<file path="config.mk">
export PLATFORM = sky130hd
export DESIGN_NAME = serial_adder_seq
export DESIGN_NICKNAME = d
export VERILOG_FILES = /design/src/rtl/serial_adder_seq.sv
export SDC_FILE = /design/constraint.sdc
export NUM_CORES = 1
export LEC_CHECK = 0
export BUFFER_PORTS_ARGS = -buffer_cell sky130_fd_sc_hd__buf_4
export CAP_MARGIN = 5
export CORE_ASPECT_RATIO = 1.1
export CORE_MARGIN = 5
export CORE_UTILIZATION = 50
export DETAILED_ROUTE_END_ITERATION = 7
export MAX_ROUTING_LAYER = met4
export PLACE_DENSITY = 0.82
export SETUP_SLACK_MARGIN = 0.3
export SYNTH_ARGS = -nofsm -noshare
export SYNTH_HDL_FRONTEND = slang
export SYNTH_SLANG_ARGS = --single-unit
export TNS_END_PERCENT = 50
</file>
<file path="constraint.sdc">
create_clock -name clk -period 4.8 [get_ports clk]
set_input_delay 0 -clock clk [delete_from_list [all_inputs] [get_ports clk]]
set_output_delay 0 -clock clk [all_outputs]
set_load 0.03 [all_outputs]
</file>
<file path="src/rtl/serial_adder_seq.sv">
// Wide add/subtract computed one 16-bit slice per cycle, LSB slice first,
// with the inter-slice carry held in a register and valid/ready on both sides.
module serial_adder_seq #(
  parameter int unsigned NUM_SLICES = 4,
  localparam int unsigned DATA_W = 16 * NUM_SLICES
) (
  input  logic              clk,
  input  logic              rst_n,
  input  logic              in_valid,
  output logic              in_ready,
  input  logic [DATA_W-1:0] a,
  input  logic [DATA_W-1:0] b,
  input  logic              sub,
  output logic              out_valid,
  input  logic              out_ready,
  output logic [DATA_W-1:0] sum,
  output logic              c_out,
  output logic              ovf,
  output logic              busy
);

  localparam int unsigned CNT_W = (NUM_SLICES > 1) ? $clog2(NUM_SLICES) : 1;
  localparam logic [CNT_W-1:0] LAST = CNT_W'(NUM_SLICES - 1);

  typedef enum logic [1:0] {IDLE, RUN, DONE} state_t;

  state_t              state;
  logic [CNT_W-1:0]    cnt;
  logic                carry;
  logic [DATA_W-1:0]   a_reg;
  logic [DATA_W-1:0]   b_reg;
  logic [DATA_W-1:0]   sum_r;
  logic                c_out_r;
  logic                ovf_r;
  logic                out_valid_r;

  logic [15:0]         slice_a;
  logic [15:0]         slice_b;
  logic [15:0]         slice_s;
  logic                slice_co;

  always_comb begin
    slice_a = a_reg[{cnt, 4'd0} +: 16];
    slice_b = b_reg[{cnt, 4'd0} +: 16];
    {slice_co, slice_s} = {1'b0, slice_a} + {1'b0, slice_b} + 17'(carry);
  end

  always_ff @(posedge clk or negedge rst_n) begin
    if (!rst_n) begin
      state       <= IDLE;
      cnt         <= '0;
      carry       <= 1'b0;
      a_reg       <= '0;
      b_reg       <= '0;
      sum_r       <= '0;
      c_out_r     <= 1'b0;
      ovf_r       <= 1'b0;
      out_valid_r <= 1'b0;
    end else begin
      case (state)
        IDLE: begin
          if (in_valid) begin
            a_reg <= a;
            b_reg <= sub ? ~b : b;
            carry <= sub;
            cnt   <= '0;
            state <= RUN;
          end
        end
        RUN: begin
          sum_r[{cnt, 4'd0} +: 16] <= slice_s;
          carry <= slice_co;
          cnt   <= cnt + 1'b1;
          if (cnt == LAST) begin
            // Flags come from the final slice directly so they line up with out_valid.
            c_out_r     <= slice_co;
            ovf_r       <= (a_reg[DATA_W-1] == b_reg[DATA_W-1]) &&
                           (slice_s[15] != a_reg[DATA_W-1]);
            out_valid_r <= 1'b1;
            state       <= DONE;
          end
        end
        DONE: begin
          if (out_ready) begin
            out_valid_r <= 1'b0;
            state       <= IDLE;
          end
        end
        default: state <= IDLE;
      endcase
    end
  end

  assign in_ready  = (state == IDLE);
  assign busy      = (state != IDLE);
  assign out_valid = out_valid_r;
  assign sum       = sum_r;
  assign c_out     = c_out_r;
  assign ovf       = ovf_r;

endmodule

</file>
==> metrics.md <==
| Metric | Value |
|---|---|
| Initial DRC Count | about 690 |
| Post-cts sizing count | 0 |
| Syn-to-layout area delta | 38.06% |
| Setup crit end kind | flop |
| Total iterations of the first detailed-routing run | 5 |
| Dominant cell type by area after synthesis | dfrtp_1 |
| #FFs+latches synth | 200 |
| Die X-Extent | approximately 140 µm |
| Most frequent cells after synthesis | dfrtp_1, nor2_1, a21oi_1 |
| Hold slack | between 0.15 and 0.2 ns |
| Die area | 21980 µm² |
| Cell area power density | 805.9 nW/µm² |
| Non-Filler Instances | roughly 1400 |
| Crit path max fanout | 29 |
| Final WS setup | between 1 and 1.5 ns |
| TritonCTS clock tree | yes |
| CTS Sinks | 200 |
| IO Port Bufs | 201 |
| GRT Overall Usage | between 20% and 30% |
| Die Y | 155 µm |
| Mapped Avg Cell Area | 12.05 µm² |
| Post-synth ARST share | 100.0% |
| DRC viols | 0 |
| Layout net count | about 1300 |
| Starting density of the core | 50.39% |
| Clock Latency Late Sink | approximately 0.44 ns |
| Final ANT Viol Nets | 0 |
| Warning count from the yosys run | 0 |
| DPL Wire Length | ~17 mm |
| Yosys top cell area share | 52.37% |
| Cells after synthesis | just under 800 |
| Number of core rows | between 50 and 60 |
| Seq/Total Area, Yosys | about 52% |
| Final wirelength | roughly 28 mm |
| Max-cap violations | 0 |
| Largest net degree at the start of global routing | slightly above 100 |
| Initial antenna violation count | 2 |
| Routed vias | between 7000 and 8000 |
| Peak VDD IR | around 520 µV |
| CTS root buffer | clkbuf_16 |
| TritonCTS buffer count | 17 |
| Dpl cells | roughly 1200 |
| Worst Skew | 0.008694 ns |
| Vias in the first global route | 7985 |
| Status | complete, no violations |
| Switching Power | 4.854 mW |
| WP data required | about 5.2 ns |
| Max_slew headroom | approximately a fifth |
| FILL cells | between 1000 and 1500 |
| Crit path DAT | 4.16 ns |
| Switching share of total power | approximately 46% |
| Cell Area, Synth | 9557 µm² |
| Via/cell ratio | 5.579 |
| # setup viols final | 0 |
| Slew Limit Fails | 0 |
| Ratio of cells with drive above 1 in the final layout | about a third |
| Final hold vios | 0 |
| Int Pwr | 5.778 mW |
| First-pass GRT wire length | approximately 44 mm |
| Post-synth top flop | dfrtp_1 |
| Yosys cell types | 45 |
| Setup TNS | 0 ns |
| Multi-input logic area | about 4300 µm² |
| Worst Setup Start Kind | flop |
| Most common cell in the netlist | dfrtp_1 |
| Seq pwr share | 27.9% |
| Total grt overflow | 0 |
| Setup CP Type | flop to flop |
| Max H-tree Level | 4 |
| Core ar. | approximately 19000 µm² |
| Worst hold path type | primary input to asynchronous set/reset pin |
| Lkg Pwr | 5.832 nW |
| Register Area | ~5000 µm² |
| Number of synthesized flops with an enable pin | 0 |
| Worst Max-Slew Pin Slew | 1.188 ns |
| Setup Slack @ Placement | roughly 1.0 ns |
| Largest cells by area after synthesis | dfrtp_1, mux2_2, mux4_2, xnor2_1, a22o_1 |
| Clock slew at reported path FFs | around 0.070 ns |
| Clock power frac | 14.6% |
| Drt wl/cell | a little over 20 µm |
| Min Tclk post-route | roughly 3.8 ns |
| Combinational power share | 57.5% |
| Gp weighted congestion | 0.9112 |
| Post-synthesis net count | between 900 and 1000 |
| Top Ports | ~200 |
| RSZ-0062 raised after global routing | false |
| Final worst-path cycle share | about four fifths |
| FMAX | between 200 and 300 MHz |
| CTS Buffer Depth | 2 |
==> worst paths after layout <==
check	start	end	slack [ns]	cells after the start
min in group clk	out_ready	state[1]$_DFFE_PN0P_	0.30	3
min	rst_n	sum[17]$_DFFE_PN0P_	0.17	2
max in group asynchronous	rst_n	b_reg[39]$_DFFE_PN0P_	3.40	3
max reg2reg	cnt[0]$_DFFE_PN0P_	sum[30]$_DFFE_PN0P_	1.01	9
max	cnt[0]$_DFFE_PN0P_	sum[30]$_DFFE_PN0P_	1.01	9
min reg2reg	sum[29]$_DFFE_PN0P_	sum[29]$_DFFE_PN0P_	0.50	2
==> logic make-up after synthesis <==
group                    after synthesis  synth area share, %
adder cells (fa/ha/maj)               23                3.168
XOR/XNOR                              74                6.782
flip-flops                           200                52.37
buffers and inverters                 58                2.618
multiplexers                          98                15.29
AND/OR/NAND/NOR                      162                7.607
AO/OA/AOI/OAI                        178                12.16
==> through the flow <==
step                cell area (µm²)  util (%)  power [mW]
global placement              11240     59.28       8.617
floorplan                      9557         -       7.089
detailed placement            11240     59.28       8.845
global route                  13190     69.57       11.28
CTS                           13190     69.54       10.50
finish                        13190     69.57       10.63
==> worst max-delay path, stage by stage, from the launching register on <==
cell	delay, ns
dfrtp_2	0.63
buf_4	0.54
mux4_2	0.57
ha_1	0.33
a21oi_1	0.29
o21ai_0	0.25
a31o_2	0.32
o21ai_0	0.50
nand4_1	0.16
nand3_1	0.13
==> cell usage in the layout (no fill, tap or decap), types with 2 or more instances in the layout <==
master	instances
diode_2	2
a221oi_1	4
clkbuf_8	2
bufinv_16	4
a22o_1	53
a31oi_1	3
o21ai_0	14
nand3_1	13
clkinv_4	3
buf_4	208
xor2_1	3
mux4_2	32
ha_1	21
nor3_1	5
a21oi_1	82
dfrtp_2	2
fa_1	2
or3_1	2
nand2_1	31
o21ai_1	5
mux2i_1	2
or4_1	2
clkbuf_16	17
dfrtp_1	198
clkinv_2	2
nor2b_1	2
nand4_1	7
o211ai_1	3
nor2_1	90
a21o_1	4
inv_6	2
mux2_2	64
dlygate4sd3_1	131
inv_1	7
or2_2	3
xnor2_1	71
a211oi_1	2
==> repair_timing <==
action	in CTS	in global routing
buffers inserted	0	0
hold buffers	131	0
endpoints found under the hold margin	231	0
==> area by class of cell <==
type	count	area share (%)
flip-flops and latches	200	37.95
repair buffers	341	22.03
clock inverters	13	1.460
diodes	2	0.03793
well taps	247	2.342
multi-input cells	535	32.62
inverters	7	0.1991
clock buffers	19	3.357
==> routing by layer <==
layer / vias to the layer above / wire length [µm] / global-route usage (%)
met5: - / 0 / -
met4: 0 / 772 / 9.049
met3: 57 / 1804 / 4.765
met2: 339 / 13770 / 42.54
met1: 3733 / 11180 / 33.89
li1: 3481 / - / -
==> power groups by stage <==
stage,sequential (mW),clock [mW],combinational [mW]
floorplan,3.12,0,3.97
global placement,2.93,0,5.69
detailed placement,2.97,0,5.88
CTS,2.94,1.56,6.00
global route,3.05,1.63,6.61
finish,2.97,1.55,6.11
No activity file was read; power rests on OpenSTA's default activity.
